**config.mk**
```make
export PLATFORM = sky130hd
export DESIGN_NAME = seg7_frame_decoder
export DESIGN_NICKNAME = d
export VERILOG_FILES = /design/src/rtl/seg7_frame_decoder.sv
export SDC_FILE = /design/constraint.sdc
export NUM_CORES = 1
export LEC_CHECK = 0
export CORE_MARGIN = 4
export CORE_UTILIZATION = 49
export DETAILED_ROUTE_END_ITERATION = 16
export PLACE_DENSITY = 0.7
export SLEW_MARGIN = 30
export SYNTH_ARGS = -nofsm -noshare
export SYNTH_HDL_FRONTEND = slang
export SYNTH_SLANG_ARGS = --single-unit
```
**constraint.sdc**
```tcl
create_clock -name clk -period 11.98 [get_ports clk]
set_input_delay 2.995 -clock clk [delete_from_list [all_inputs] [get_ports clk]]
set_output_delay 2.995 -clock clk [all_outputs]
set_load 0.05 [all_outputs]
```
**src/rtl/seg7_frame_decoder.sv**
```systemverilog
// Decodes a strobed 7-segment bus back to hex digits, assembles FRAME_LEN digits
// into frames and flags when a completed frame equals the one before it.
module seg7_frame_decoder #(
    parameter int FRAME_LEN = 8,
    parameter int TIMEOUT   = 1000
) (
    input  logic                   clk,
    input  logic                   rst,
    input  logic [6:0]             seg_in,
    input  logic                   seg_stb,
    output logic [3:0]             digit,
    output logic                   digit_valid,
    output logic                   digit_err,
    output logic [4*FRAME_LEN-1:0] frame_data,
    output logic                   frame_done,
    output logic                   frame_match,
    output logic                   timeout,
    output logic [7:0]             err_cnt
);
    localparam int IDX_W = (FRAME_LEN > 1) ? $clog2(FRAME_LEN) : 1;
    localparam int TMR_W = $clog2(TIMEOUT + 1);

    typedef enum logic [1:0] {
        IDLE,
        COLLECT,
        CHECK
    } state_e;

    state_e                 state_q, state_d;
    logic [IDX_W-1:0]       idx_q, idx_d, wr_idx;
    logic [TMR_W-1:0]       timer_q, timer_d;
    logic                   wr_en, frame_load, timeout_d;
    logic                   dec_legal, stb_ok, stb_bad;
    logic [3:0]             dec_hex;
    logic [4*FRAME_LEN-1:0] buf_q, prev_frame_q;
    logic                   prev_valid_q;
    logic [3:0]             digit_q;
    logic                   digit_valid_q, digit_err_q;
    logic [4*FRAME_LEN-1:0] frame_data_q;
    logic                   frame_done_q, frame_match_q, timeout_q;
    logic [7:0]             err_cnt_q;

    // NOTE: every combinational output gets a default before the case, so no path leaves it unassigned and no latch is inferred.
    always_comb begin
        dec_legal = 1'b1;
        dec_hex   = 4'h0;
        case (seg_in)
            7'b1111110: dec_hex = 4'h0;
            7'b0110000: dec_hex = 4'h1;
            7'b1101101: dec_hex = 4'h2;
            7'b1111001: dec_hex = 4'h3;
            7'b0110011: dec_hex = 4'h4;
            7'b1011011: dec_hex = 4'h5;
            7'b1011111: dec_hex = 4'h6;
            7'b1110000: dec_hex = 4'h7;
            7'b1111111: dec_hex = 4'h8;
            7'b1111011: dec_hex = 4'h9;
            7'b1110111: dec_hex = 4'hA;
            7'b0011111: dec_hex = 4'hB;
            7'b1001110: dec_hex = 4'hC;
            7'b0111101: dec_hex = 4'hD;
            7'b1001111: dec_hex = 4'hE;
            7'b1000111: dec_hex = 4'hF;
            default:    dec_legal = 1'b0;
        endcase
    end

    assign stb_ok  = seg_stb && dec_legal;
    assign stb_bad = seg_stb && !dec_legal;

    always_comb begin
        state_d    = state_q;
        idx_d      = idx_q;
        timer_d    = timer_q;
        wr_en      = 1'b0;
        wr_idx     = idx_q;
        frame_load = 1'b0;
        timeout_d  = 1'b0;
        case (state_q)
            IDLE, CHECK: begin
                // CHECK publishes the frame and then behaves exactly like IDLE.
                frame_load = (state_q == CHECK);
                state_d    = IDLE;
                idx_d      = '0;
                timer_d    = '0;
                if (stb_ok) begin
                    wr_en   = 1'b1;
                    wr_idx  = '0;
                    idx_d   = IDX_W'(1);
                    state_d = (FRAME_LEN == 1) ? CHECK : COLLECT;
                end
            end
            COLLECT: begin
                if (stb_ok) begin
                    wr_en   = 1'b1;
                    timer_d = '0;
                    if (idx_q == IDX_W'(FRAME_LEN - 1)) begin
                        state_d = CHECK;
                        idx_d   = '0;
                    end else begin
                        idx_d = idx_q + IDX_W'(1);
                    end
                end else if (stb_bad) begin
                    state_d = IDLE;
                    idx_d   = '0;
                    timer_d = '0;
                end else if (timer_q == TMR_W'(TIMEOUT - 2)) begin
                    timeout_d = 1'b1;
                    state_d   = IDLE;
                    idx_d     = '0;
                    timer_d   = '0;
                end else begin
                    timer_d = timer_q + TMR_W'(1);
                end
            end
            default: state_d = IDLE;
        endcase
    end

    // NOTE: state registers use non-blocking assignments so every flop samples pre-edge values.
    always_ff @(posedge clk) begin
        if (rst) begin
            state_q       <= IDLE;
            idx_q         <= '0;
            timer_q       <= '0;
            digit_q       <= '0;
            digit_valid_q <= 1'b0;
            digit_err_q   <= 1'b0;
            frame_data_q  <= '0;
            frame_done_q  <= 1'b0;
            frame_match_q <= 1'b0;
            timeout_q     <= 1'b0;
            err_cnt_q     <= '0;
            prev_valid_q  <= 1'b0;
        end else begin
            state_q       <= state_d;
            idx_q         <= idx_d;
            timer_q       <= timer_d;
            digit_valid_q <= stb_ok;
            digit_err_q   <= stb_bad;
            frame_done_q  <= frame_load;
            timeout_q     <= timeout_d;
            if (stb_ok) begin
                digit_q <= dec_hex;
            end
            if (stb_bad && err_cnt_q != 8'hFF) begin
                err_cnt_q <= err_cnt_q + 8'd1;
            end
            if (frame_load) begin
                frame_data_q  <= buf_q;
                frame_match_q <= prev_valid_q && (buf_q == prev_frame_q);
                prev_valid_q  <= 1'b1;
            end
        end
    end

    // NOTE: the digit buffer and previous frame carry no reset; prev_valid_q gates their use and every slot is written before a frame is published.
    always_ff @(posedge clk) begin
        if (wr_en) begin
            buf_q[{wr_idx, 2'b00} +: 4] <= dec_hex;
        end
        if (frame_load) begin
            prev_frame_q <= buf_q;
        end
    end

    assign digit       = digit_q;
    assign digit_valid = digit_valid_q;
    assign digit_err   = digit_err_q;
    assign frame_data  = frame_data_q;
    assign frame_done  = frame_done_q;
    assign frame_match = frame_match_q;
    assign timeout     = timeout_q;
    assign err_cnt     = err_cnt_q;

endmodule

```
==> results of run 1 <==
==> cell type report <==
type,instances,area share
clock buffers,22,0.0647
flip-flops and latches,129,0.470
clock inverters,10,0.0129
inverters,8,0.00474
multi-input cells,373,0.336
well taps,143,0.0261
repair buffers,60,0.0861
==> sequential cells by signal, indices dropped and copies added (netlist names) <==
| name | flops |
|---|---|
| buf_q | 32 |
| frame_data | 32 |
| prev_frame_q | 32 |
| timer_q | 10 |
| err_cnt | 8 |
| digit | 4 |
| idx_q | 3 |
| state_q | 2 |
| digit_err | 1 |
| digit_valid | 1 |
| frame_done | 1 |
| frame_match | 1 |
| prev_valid_q | 1 |
| timeout | 1 |
==> where the power goes <==
group | internal [mW] | switching [mW]
logic | 0.0112 | 0.0229
clock network | 0.283 | 0.183
registers | 0.461 | 0.00257
total | 0.756 | 0.208
==> cells in the final DEF, fill, tap and decap left out, types with 11 or more instances in the layout <==
cell / Yosys / layout
nor4_1: 18 / 17
xor2_1: 28 / 28
a21oi_1: 40 / 40
dfxtp_1: 65 / 65
nand2_1: 88 / 88
clkbuf_16: 0 / 17
nor2b_1: 11 / 11
clkdlybuf4s50_1: 0 / 57
nor3_1: 21 / 20
xnor2_1: 15 / 15
nor2_1: 40 / 40
edfxtp_1: 64 / 64
==> how the worst min path moves through the flow <==
stage / slack, ps / from / end
floorplan: 440 / prev_valid_q / prev_valid_q
global placement: 440 / frame_match / frame_match
detailed placement: 450 / frame_data[14] / frame_data[14]
CTS: 450 / frame_data[14] / frame_data[14]
global route: 470 / frame_data[20] / frame_data[20]
finish: 450 / frame_data[30] / frame_data[30]
==> routing by layer <==
metal | wire (um) | vias to the layer above | GRT usage
met5 | 0 | - | 0
met4 | 204 | 0 | 0.0797
met3 | 638 | 12 | 0.0548
met2 | 5760 | 106 | 0.305
met1 | 4920 | 1962 | 0.219
li1 | - | 2023 | -
==> critical path, delay by kind of cell <==
kind	cells	cell delay (ps)
simple gates	4	1690
compound gates	3	860
buf+inv	2	840
fa+ha+maj	2	530
==> through the flow <==
stage                     area (um2)  utilization
after floorplan                 5710            -
after global placement          6310        0.552
after detailed placement        6320        0.553
after CTS                       6850        0.600
after global routing            6860        0.601
final                           6860        0.601
==> kinds of logic (layout without fill, tap and decap cells) <==
kind of cell             after synthesis  after routing
AO/OA/AOI/OAI                         69             69
buffers and inverters                 39            100
XOR/XNOR                              43             43
flip-flops                           129            129
AND/OR/NAND/NOR                      246            246
multiplexers                           6              6
adder cells (fa/ha/maj)                9              9
==> flow_summary.json, run 1 <==
{
  "r2r_cells": 8,
  "overflow": 0,
  "seq_area_frac_synth": 0.565,
  "power_density_mw_per_mm2": 140,
  "wl_um": 11500,
  "max_freq_mhz": 145,
  "viasPerCell": 5.51,
  "crit_chain": "clkdlybuf4s50_1, or3b_1, a211oi_2, a311oi_4, a31oi_2, nor2b_1, inv_1, ha_1, ha_1, or3_1, nor4_1",
  "skew_ps": 7.29,
  "fin_crit_sh": 0.575,
  "synthAdderAreaFrac": 0.0197,
  "finalMaxSlewViolations": 0,
  "antenna_cells": 0,
  "nNetsFinal": 608,
  "hold_violations": 0,
  "core-area_mm2": 0.0114,
  "min_path_cells": 2,
  "crit_end": "buf_q[25]",
  "setup_viol": 0,
  "synth_top_family_by_area": "simple AND/OR/NAND/NOR gates",
  "cts_sinks": 129,
  "cts.clk_slew.worst_paths_ps": 60,
  "crit_start": "seg_in[5]",
  "worstHoldPathType": "flip-flop to flip-flop",
  "ys_warn_count": 0,
  "firstDrtPassIters": 5,
  "dieArea_mm2": 0.0134,
  "worstPathRequired_ps": 12020,
  "r2r_start": "state_q[0]",
  "drt_iter0_drc": 394,
  "die_w_um": 116,
  "dp_cells": 713,
  "syn_to_final_growth_pct": 20.3,
  "synth-seq-cells": 129,
  "synth-xor-area-share": 0.0660,
  "cts_root_buffer": "clkbuf_16",
  "wl_per_cell_um": 15.5,
  "track_usage": 0.183,
  "rrSetupSlack_ps": 8730,
  "critPathKind": "primary input to flip-flop",
  "setup_ws_ps": 5100,
  "power_uw": 964,
  "synth_cell_types": 63,
  "route.detailed.drc": 0,
  "max_stage_delay_ps": 740,
  "synth_flop_cell": "dfxtp_1",
  "clk_latency_ps": 410,
  "antenna_left": 0,
  "drv_cap": 0,
  "ir_worst_vdd_mv": 0.155,
  "cts_hold_buf": 0,
  "gp_congestion": 0.890,
  "reg2reg_to": "buf_q[25]",
  "synthArstFlopShare": 0,
  "grt_max_degree": 67,
  "critPathSlowestCell": "clkdlybuf4s50_1",
  "synth_top_area_cell": "edfxtp_1",
  "post_cts_buffers": 0,
  "cts_tree": "done",
  "post_cts_resized": 0,
  "synth.cells.most_frequent": "nand2_1, dfxtp_1, edfxtp_1, a21oi_1, nor2_1",
  "place_hpwl_um": 7910,
  "vias": 4103,
  "period_needed_ps": 6880,
  "maxSlewHeadroom": 0.406,
  "status": "complete, no violations",
  "grt_pass1_vias": 3967,
  "io_pins": 59,
  "cp-start-kind": "primary input",
  "fillers": 961,
  "fp-row-count": 39,
  "synth_top_cell_area_share": 0.337,
  "synth_simple_gate_area_frac": 0.223,
  "rsz0062_at_grt": "no",
  "final-seq-area_mm2": 0.00322,
  "cp_common_cell": "ha_1",
  "antenna_found_initial": 0,
  "clk_path_buf_depth": 2,
  "grt_pass1_wl_um": 19000,
  "numCtsBuffers": 17,
  "dp_slack_ps": 4730,
  "multi_input_area_mm2": 0.00230,
  "die-height_um": 116,
  "setup_tns_ps": 0,
  "syn_inst": 541,
  "p_leak_nw": 2.22,
  "critPathArrivalTime_ps": 6920,
  "holdWs_ps": 453,
  "synth_nets": 560,
  "htreeDepth": 4,
  "synthMuxAreaShare": 0.0118,
  "final_cells": 745,
  "initial_core_util": 0.500,
  "synth_compound_area_frac": 0.0798,
  "drive_above_1_share": 0.0880,
  "synth_area_mm2": 0.00571,
  "synth_edf_count": 64,
  "synthTopCellsByArea": "edfxtp_1, dfxtp_1, nand2_1",
  "io_buffers": 58,
  "synth.most_common_cell": "nand2_1",
  "synth.avg_cell_area_um2": 10.5,
  "cp_max_fo": 14,
  "endpoint_kind": "flip-flop",
  "worst_pin_slew_ps": 884
}
Note: power is estimated with default switching activity, not from simulation.
==> run 2: changes to the inputs <==
- PLACE_DENSITY: 0.7 -> 0.73
- clock period: 11.98 -> 6 ns (I/O delays scaled with it)
==> run 2 against run 1 <==
Count of clock-buffer cells in the layout fell by 5. Hold slack lost 2.5 ps. Utilization rose by 1.1 points. Worst setup slack worse by 4400 ps. Non-clock buffer count rose by 7. Largest power group unchanged. Final area up 1.9%. Combinational power is 100% higher. Register-to-register slack lost 5900 ps.
==> flow_summary.json, run 2 (synthesis results as in run 1) <==
{
  "grt_pass1_wl_um": 19400,
  "final_cells": 752,
  "track_usage": 0.185,
  "wl_per_cell_um": 15.3,
  "grt_max_degree": 64,
  "nNetsFinal": 615,
  "r2r_start": "state_q[0]",
  "critPathArrivalTime_ps": 5370,
  "skew_ps": 6.62,
  "use_met2": 0.300,
  "rsz0062_at_grt": "no",
  "route.detailed.drc": 0,
  "r2r_cells": 8,
  "power_density_mw_per_mm2": 295,
  "io_pins": 59,
  "worst_pin_slew_ps": 822,
  "min_path_cells": 2,
  "endpoint_kind": "flip-flop",
  "clk_latency_ps": 410,
  "drt_iter0_drc": 282,
  "cp-start-kind": "primary input",
  "wl_um": 11500,
  "hold_violations": 0,
  "dieArea_mm2": 0.0134,
  "period_needed_ps": 5330,
  "cts_tree": "done",
  "die_w_um": 116,
  "drive_above_1_share": 0.103,
  "vias": 4122,
  "worstPathRequired_ps": 6040,
  "cts.clk_slew.worst_paths_ps": 60,
  "dp_cells": 720,
  "cts_sinks": 129,
  "initial_core_util": 0.500,
  "placed_area_mm2": 0.00637,
  "rrSetupSlack_ps": 2820,
  "antenna_cells": 0,
  "max_freq_mhz": 188,
  "firstDrtPassIters": 5,
  "grt_busiest_layer": "met2",
  "syn_to_final_growth_pct": 22.5,
  "cts_root_buffer": "clkbuf_16",
  "die-height_um": 116,
  "cts_hold_buf": 0,
  "numCtsBuffers": 17,
  "maxSlewHeadroom": 0.452,
  "hp-start": "frame_data[31]",
  "viasPerCell": 5.48,
  "worstHoldPathType": "flip-flop to flip-flop",
  "finalMaxSlewViolations": 0,
  "min_to": "frame_data[31]",
  "fp-row-count": 39,
  "reg2reg_to": "buf_q[25]",
  "antenna_left": 0,
  "p_leak_nw": 2.30,
  "fillers": 946,
  "grt_pass1_vias": 4110,
  "htreeDepth": 4,
  "critPathKind": "primary input to flip-flop",
  "drv_cap": 0,
  "overflow": 0,
  "cp_max_fo": 14,
  "fin_crit_sh": 0.888,
  "ir_worst_vdd_mv": 0.180,
  "antenna_found_initial": 0,
  "grtUsageMet3": 0.0439,
  "setup_tns_ps": 0,
  "io_buffers": 58,
  "status": "complete, no violations",
  "stdcell_area_mm2": 0.00699,
  "core-area_mm2": 0.0114,
  "grt_util_met1": 0.228,
  "place_hpwl_um": 7840,
  "setup_viol": 0,
  "mostFrequentLayoutCells": "nand2_1, dfxtp_1, edfxtp_1",
  "final_common_cell": "nand2_1",
  "gp_congestion": 0.920,
  "clk_path_buf_depth": 2,
  "post_cts_buffers": 0,
  "post_cts_resized": 0
}
-- run 2: layout make-up --
type / instances / area, um2 / share of cell area
Multi-Input combinational cell: 373 / 2300 / 0.329
Timing Repair Buffer: 67 / 643 / 0.0920
Sequential cell: 129 / 3220 / 0.461
Clock inverter: 15 / 193 / 0.0276
Clock buffer: 17 / 425 / 0.0609
Tap cell: 143 / 179 / 0.0256
Inverter: 8 / 30.0 / 0.00430
-- run 2: layer usage --
layer  part of all wire  vias up
met2               0.49      103
met4              0.021        0
met1               0.44     1968
li1                   -     2033
met5                  0        -
met3              0.042       18
-- run 2: where the power goes --
group	switching [mW]	total (mW)	internal (mW)	leakage (nW)
clock network	0.375	1.07	0.691	0.296
logic	0.0465	0.0690	0.0225	0.930
registers	0.00505	0.926	0.921	1.08
-- run 2: worst max-delay path by stage --
| stage | from | to | slack [ps] | depth (start not counted) |
|---|---|---|---|---|
| after floorplan | seg_in[1] | buf_q[16] | 1400 | 12 |
| after global placement | seg_in[5] | buf_q[25] | 600 | 11 |
| after detailed placement | seg_in[5] | buf_q[25] | 350 | 11 |
| after CTS | seg_in[5] | buf_q[25] | 730 | 11 |
| after global routing | seg_in[5] | buf_q[27] | 200 | 11 |
| final | seg_in[5] | buf_q[25] | 670 | 11 |
-- run 2: worst max-delay path, stage by stage --
cell and delay, ps:
clkdlybuf4s50_1 760, or3b_1 430, a211oi_2 300, a311oi_4 100, a31oi_2 450, nor2b_1 120, inv_1 100, ha_1 180
ha_1 360, or3_1 470, nor4_1 610
-- run 2: metrics by stage --
| stage | util | setup WS [ps] | hold WS (ps) | power (mW) |
|---|---|---|---|---|
| after floorplan | - | 1400 | 440 | 0.994 |
| after global placement | 0.557 | 602 | 443 | 1.01 |
| after detailed placement | 0.558 | 353 | 447 | 1.01 |
| after CTS | 0.612 | 727 | 453 | 2.08 |
| after global routing | 0.612 | 196 | 470 | 2.13 |
| final | 0.612 | 671 | 451 | 2.06 |
